$ cat src/rtl/cpu_types_pkg.sv
// Shared CPU types for the fetch stage: fetch FSM states, IF/ID payload and
// the opcode constants the fetch logic reacts to.
package cpu_types_pkg;

   typedef logic [31:0] word_t;

   typedef enum logic [1:0] {
      FETCH  = 2'd0,
      HOLD   = 2'd1,
      HALTED = 2'd2
   } fetch_state_t;

   localparam logic [5:0] HALT_OP   = 6'b111111;
   localparam word_t      NOP_INSTR = 32'h0000_0000;

   typedef struct packed {
      word_t instr;
      word_t pc4;
      logic  valid;
   } ifid_t;

   function automatic logic is_halt(input word_t instr);
      return instr[31:26] == HALT_OP;
   endfunction

endpackage

$ cat src/rtl/fetch_skid_buf.sv
// Single-entry skid register that parks a fetch completing while decode is
// stalled. Clear wins over load so a flush always empties it.
module fetch_skid_buf
   import cpu_types_pkg::*;
(
   input  logic  clk_i,
   input  logic  rst_i,
   input  logic  load_i,
   input  logic  clear_i,
   input  ifid_t data_i,
   output logic  valid_o,
   output ifid_t data_o
);

   localparam ifid_t EMPTY = '{instr: NOP_INSTR, pc4: '0, valid: 1'b0};

   logic  valid_q, valid_d;
   ifid_t data_q, data_d;

   // NOTE: every combinational output gets a default first so no path
   // through the block leaves it unassigned, which would infer a latch.
   always_comb begin
      valid_d = valid_q;
      data_d  = data_q;
      if (clear_i) begin
         valid_d = 1'b0;
         data_d  = EMPTY;
      end else if (load_i) begin
         valid_d = 1'b1;
         data_d  = data_i;
      end
   end

   // NOTE: the payload is reset along with the flag; it is one entry, and a
   // known value keeps the drained word deterministic after reset.
   always_ff @(posedge clk_i or posedge rst_i) begin
      if (rst_i) begin
         valid_q <= 1'b0;
         data_q  <= EMPTY;
      end else begin
         valid_q <= valid_d;
         data_q  <= data_d;
      end
   end

   assign valid_o = valid_q;
   assign data_o  = data_q;

endmodule

$ cat src/rtl/ifetch_stage.sv
// Instruction-fetch stage: issues imem reads from the PC, runs the ihit
// handshake, drives pcenable and owns the IF/ID register plus a skid entry.
module ifetch_stage
   import cpu_types_pkg::*;
#(
   parameter int unsigned PC_INC    = 4,
   parameter word_t       RESET_PC4 = 32'h0000_0000
) (
   input  logic        CLK,
   input  logic        RST,
   input  logic [31:0] pcout,
   output logic        pcenable,
   output logic        imemREN,
   output logic [31:0] imemaddr,
   input  logic        ihit,
   input  logic [31:0] imemload,
   input  logic        stall,
   input  logic        flush,
   output logic [31:0] ifid_instr,
   output logic [31:0] ifid_pc4,
   output logic        ifid_valid,
   output logic        fetch_halted
);

   fetch_state_t state_q, state_d;
   ifid_t        ifid_q, ifid_d;
   ifid_t        fetched, bubble, skid_data;
   logic         skid_valid, skid_load, skid_clear;
   logic         pc_en;

   assign fetched = '{instr: imemload, pc4: pcout + word_t'(PC_INC), valid: 1'b1};
   assign bubble  = '{instr: NOP_INSTR, pc4: ifid_q.pc4, valid: 1'b0};

   fetch_skid_buf u_skid (
      .clk_i   (CLK),
      .rst_i   (RST),
      .load_i  (skid_load),
      .clear_i (skid_clear),
      .data_i  (fetched),
      .valid_o (skid_valid),
      .data_o  (skid_data)
   );

   always_comb begin
      state_d    = state_q;
      ifid_d     = ifid_q;
      pc_en      = 1'b0;
      skid_load  = 1'b0;
      skid_clear = 1'b0;

      if (flush) begin
         // Redirect: the PC takes the new target, anything in flight is dropped.
         pc_en      = 1'b1;
         ifid_d     = bubble;
         skid_clear = 1'b1;
         state_d    = FETCH;
      end else begin
         unique case (state_q)
            FETCH: begin
               if (ihit && !stall) begin
                  ifid_d  = fetched;
                  pc_en   = !is_halt(imemload);
                  state_d = is_halt(imemload) ? HALTED : FETCH;
               end else if (ihit) begin
                  skid_load = 1'b1;
                  pc_en     = !is_halt(imemload);
                  state_d   = HOLD;
               end else if (!stall) begin
                  ifid_d = bubble;
               end
            end
            HOLD: begin
               // Draining costs one fetch slot; no read is issued this cycle.
               if (!stall) begin
                  ifid_d     = '{instr: skid_data.instr, pc4: skid_data.pc4, valid: skid_valid};
                  skid_clear = 1'b1;
                  state_d    = is_halt(skid_data.instr) ? HALTED : FETCH;
               end
            end
            HALTED: begin
               if (!stall) begin
                  ifid_d = bubble;
               end
            end
            default: begin
               state_d = FETCH;
            end
         endcase
      end
   end

   // NOTE: sequential state uses non-blocking assignments so every register
   // samples the pre-edge values, independent of statement order.
   always_ff @(posedge CLK or posedge RST) begin
      if (RST) begin
         state_q <= FETCH;
         ifid_q  <= '{instr: NOP_INSTR, pc4: RESET_PC4, valid: 1'b0};
      end else begin
         state_q <= state_d;
         ifid_q  <= ifid_d;
      end
   end

   // Reset leaves the FSM in FETCH, so requests are gated while RST is high.
   assign pcenable     = pc_en & ~RST;
   assign imemREN      = (state_q == FETCH) & ~RST;
   assign imemaddr     = pcout;
   assign fetch_halted = (state_q == HALTED);
   assign ifid_instr   = ifid_q.instr;
   assign ifid_pc4     = ifid_q.pc4;
   assign ifid_valid   = ifid_q.valid;

endmodule

$ cat config.mk
export PLATFORM = sky130hd
export DESIGN_NAME = ifetch_stage
export DESIGN_NICKNAME = d
export VERILOG_FILES = /design/src/rtl/cpu_types_pkg.sv /design/src/rtl/fetch_skid_buf.sv /design/src/rtl/ifetch_stage.sv
export SDC_FILE = /design/constraint.sdc
export NUM_CORES = 1
export LEC_CHECK = 0
export ABC_CLOCK_PERIOD_IN_PS = 4600
export CAP_MARGIN = 20
export CORE_MARGIN = 5
export CORE_UTILIZATION = 54
export DETAILED_ROUTE_END_ITERATION = 10
export GPL_TIMING_DRIVEN = 0
export PLACE_DENSITY = 0.91
export SLEW_MARGIN = 20
export SYNTH_ARGS = -nofsm -noshare
export SYNTH_HDL_FRONTEND = slang
export SYNTH_HIERARCHICAL = 1
export SYNTH_SLANG_ARGS = --single-unit
$ cat constraint.sdc
create_clock -name CLK -period 4.6 [get_ports CLK]
set_clock_uncertainty 0.15 [all_clocks]
set_input_delay 0.92 -clock CLK [delete_from_list [all_inputs] [get_ports CLK]]
set_output_delay 0.92 -clock CLK [all_outputs]
set_load 0.05 [all_outputs]
* After elaboration in Yosys (flattened, before gate mapping)
Index checks and enable logic that the tools add are counted. Widths: inputs -> output; s select.
Storage, ports and cells: register bits after elaboration 132, input port bits 69, output and inout bits 100, word-level logic and storage cells 60
Operators by class: add/sub/neg operators 1, equality and inequality tests 10, multiplexer cells 28, bitwise logic cells 4, reduce and logical (&&, ||, !) cells 10
Operators by type and width (number):
- $mux 65 | 7
- $pmux 65 s3 | 1
- $add 32x3->32 const B | 1
- $mux 1 | 13
- $eq 6x6->1 const B | 2
- $mux 2 | 6
- $ne 4x4->1 const B | 2
- $ne 3x3->1 const B | 2
- $pmux 2 s3 | 1
- $reduce_and 3->1 | 2
- $ne 2x2->1 const B | 2
- $reduce_and 4->1 | 1
- $reduce_bool 4->1 | 1
- $reduce_bool 3->1 | 1
- $and 1x1->1 | 2
- $eq 2x1->1 const B | 1
- $eq 2x2->1 const B | 1
- $logic_not 1->1 | 2
- $logic_not 2->1 | 1
- $not 1->1 | 2
- $reduce_bool 2->1 | 1
- $logic_and 1x1->1 | 1

* Logic depth before layout (Yosys ltp)
depth after elaboration 7, depth in mapped cells 10, mapped depth without buffers 7

* Modules after synthesis
The synthesis kept the hierarchy.
By module, submodules not included:
- ifetch_stage | instances 1, cells an instance 460, area an instance 4189.0 sq um, seq. area each 1676.6 sq um
- fetch_skid_buf | instances 1, cells an instance 214, area an instance 2711.4 sq um, seq. area each 1651.6 sq um

* Worst setup path before layout
No wires, ideal clock.
path type input to output, start input port flush, end output port pcenable, arrival time 2.002 ns, required time 3.530 ns, setup slack 1.528 ns, cell stages on the path 3, path buffers 1, cell sequence clkbuf_1 o21ba_2 nor2_1
Between the ends: cells in the longest elaborated chain, start to end 2
Ends and longest elaborated chain:
- start: declaration | RTL line ifetch_stage.sv:18 | input logic flush,
- $mux 1 | RTL line ifetch_stage.sv:51 | if (flush) begin
- $and 1x1->1 | RTL line ifetch_stage.sv:105 | assign pcenable = pc_en & ~RST;
- end: declaration | RTL line ifetch_stage.sv:12 | output logic pcenable,
Every way passes these cells.

* Worst setup path in the final report
Ends and elaborated chain as after synthesis.

==> results.sh <==
export IMPL_status="finished clean"
export IMPL_track_usage_pct=26.7
export IMPL_routed_wl_mm=19.2
export IMPL_total_power_mw=4.08
export IMPL_dp_slack_ns=0.494
export IMPL_drc=0
export IMPL_nets=933
export IMPL_hold_viol=0
export IMPL_cts_sinks=132
export IMPL_avgSynthCellArea_um2=10.2
export IMPL_p_sw_mw=1.45
export IMPL_drv_cap=0
export IMPL_cpMaxStageDelayCell="clkdlybuf4s50_1"
export IMPL_hp_class="flip-flop to flip-flop"
export IMPL_area_growth_pct=37.2
export IMPL_r2r_cells=8
export IMPL_worst_slew_pin_slew_ns=0.646
export IMPL_overflow=0
export IMPL_fmax_ghz=0.242
export IMPL_drt_first_pass_iters=5
export IMPL_die_w_um=123
export IMPL_syn_inst=670
export IMPL_diodes=0
export IMPL_combPwrFrac_pct=32.4
export IMPL_grt_pass1_vias=6155
export IMPL_insertion_delay_ns=0.42
export IMPL_vias_per_cell=5.67
export IMPL_finalWorstSetupSlack_ns=0.462
export IMPL_rows=41
export IMPL_p_sw_share_pct=35.4
export IMPL_powerDensity_nw_per_um2=434
export IMPL_die_area_um2=15100
export IMPL_p_leak_nw=4.12
export IMPL_pwr_share_clk_pct=33.9
export IMPL_tns_ns=0
export IMPL_rsz0062_at_grt="false"
export IMPL_port_buffers=168
export IMPL_post_cts_repair_setup_buffers=0
export IMPL_cp_cell_sequence="clkdlybuf4s50_1 -> clkbuf_1 -> o21ba_2 -> nor2_1 -> clkdlybuf4s50_1"
export IMPL_initial_core_util_pct=54.8
export IMPL_final_fill_count=869
export IMPL_gp_congestion=0.898
export IMPL_hold_depth=2
export IMPL_critPathLaunchType="primary input"
export IMPL_slew_violations=0
export IMPL_critical_path_most_common_cell="clkdlybuf4s50_1"
export IMPL_cts_tree="yes"
export IMPL_routed_via_count=5911
export IMPL_regToRegStartpoint="state_q[0]$_DFFE_PP0P_"
export IMPL_cp_required_ns=3.53
export IMPL_arrival_ns=3.07
export IMPL_ys_warn_count=6
export IMPL_clkTransAtPathRegs_ns=0.06
export IMPL_cp_end_kind="primary output"
export IMPL_setup_viol=0
export IMPL_grt_pass1_wl_mm=31.1
export IMPL_max_vdd_ir_drop_uv=262
export IMPL_crit_type="primary input to primary output"
export IMPL_p_seq_share_pct=33.7
export IMPL_synthesis_area_um2=6860
export IMPL_cts_max_level=4
export IMPL_place_inst=1012
export IMPL_drt_first_iter_violations=413
export IMPL_ant_nets=0
export IMPL_grt_antenna_before_repair=0
export IMPL_post_route_min_period_ns=4.14
export IMPL_drive_gt1_share_pct=9.99
export IMPL_rrSetupSlack_ns=1.82
export IMPL_fin_cells=1043
export IMPL_io_pins=169
export IMPL_worst_path_max_fanout=10
export IMPL_fp_dieH_um=123
export IMPL_p_int_mw=2.63
export IMPL_slowest_delay_ns=0.81
export IMPL_drt_wirelength_per_cell_um=18.5
export IMPL_worstHoldStart="u_skid/data_o[13]$_DFFE_PP0P_"
export IMPL_syn_nets=744
export IMPL_numCtsBuffers=17
export IMPL_slew_headroom_pct=56.6
export IMPL_ctsHoldBuffers=0
export IMPL_dp_hpwl_mm=13.9
export IMPL_clockBufferDepth=2
export IMPL_cts_root_buffer="clkbuf_16"
export IMPL_cts_resized=0
export IMPL_finalCritPeriodShare_pct=90.0
export IMPL_grt_max_degree=55
export IMPL_coreArea_um2=12500
power groups by stage:
stage / sequential, mW / combinational, mW / clock, mW
after floorplan: 1.75 / 0.487 / 0
after detailed placement: 1.39 / 1.32 / 0
final: 1.37 / 1.32 / 1.38
after global placement: 1.39 / 1.30 / 0
after global routing: 1.39 / 1.40 / 1.45
after CTS: 1.37 / 1.33 / 1.39
layer usage:
metal  global-route usage, %  vias up  share of wire [%]
met5                       0        -                  0
met4                    9.94        0                2.1
met3                    8.11       37                8.4
met2                    43.6      281                 49
met1                    33.5     2851                 41
li1                        -     2742                  -
worst max path at each step:
| stage | slack, ns | startpoint | to | depth (start not counted) |
|---|---|---|---|---|
| 2_1_floorplan | 1.53 | flush | pcenable | 3 |
| 3_3_place_gp | 0.48 | RST | ifid_instr[10]$_DFFE_PP0P_ | 2 |
| 3_5_place_dp | 0.49 | flush | pcenable | 5 |
| 4_1_cts | 0.48 | flush | pcenable | 5 |
| 5_1_grt | 0.37 | flush | pcenable | 5 |
| 6_report | 0.46 | flush | pcenable | 5 |
layout make-up:
type | count | area [um^2] | area share [%]
flip-flops and latches | 132 | 3300 | 35.1
multi-input cells | 448 | 2990 | 31.8
repair buffers | 170 | 1730 | 18.4
plain buffers | 77 | 517 | 5.49
clock buffers | 19 | 443 | 4.71
well taps | 172 | 215 | 2.29
clock inverters | 12 | 158 | 1.68
inverters | 13 | 53.8 | 0.572
cell usage in the layout (no fill, tap or decap), drive strengths merged, types with 2 or more instances in the layout:
master	n
clkinv	6
nor2	114
clkinvlp	3
nor4	3
mux2i	64
nand2	34
o21ai	11
clkbuf	48
ha	5
a22oi	46
nand3	11
a222oi	4
nor2b	3
bufinv	3
and3	6
a21boi	2
a31oi	3
o31ai	2
buf	50
nand4	14
xor2	13
xnor2	13
and2	7
nor3	9
a22o	47
a21o	16
inv	13
and4	8
dfrtp	132
clkdlybuf4s50	168
or2	2
a21oi	5
worst max-delay path, delay by kind of cell:
family | cells | cell delay, ns
AO/OA/AOI/OAI | 1 | 0.24
buffers and inverters | 3 | 1.83
AND/OR/NAND/NOR | 1 | 0.08
through the flow:
stage	utilization, %	cell area, um^2	hold slack, ns
floorplan	-	6860	0.288
global placement	69.9	8750	0.294
detailed placement	70.4	8810	0.316
CTS	75.2	9410	0.330
global route	75.2	9410	0.352
finish	75.2	9410	0.332
(Power assumes the default switching activity.)
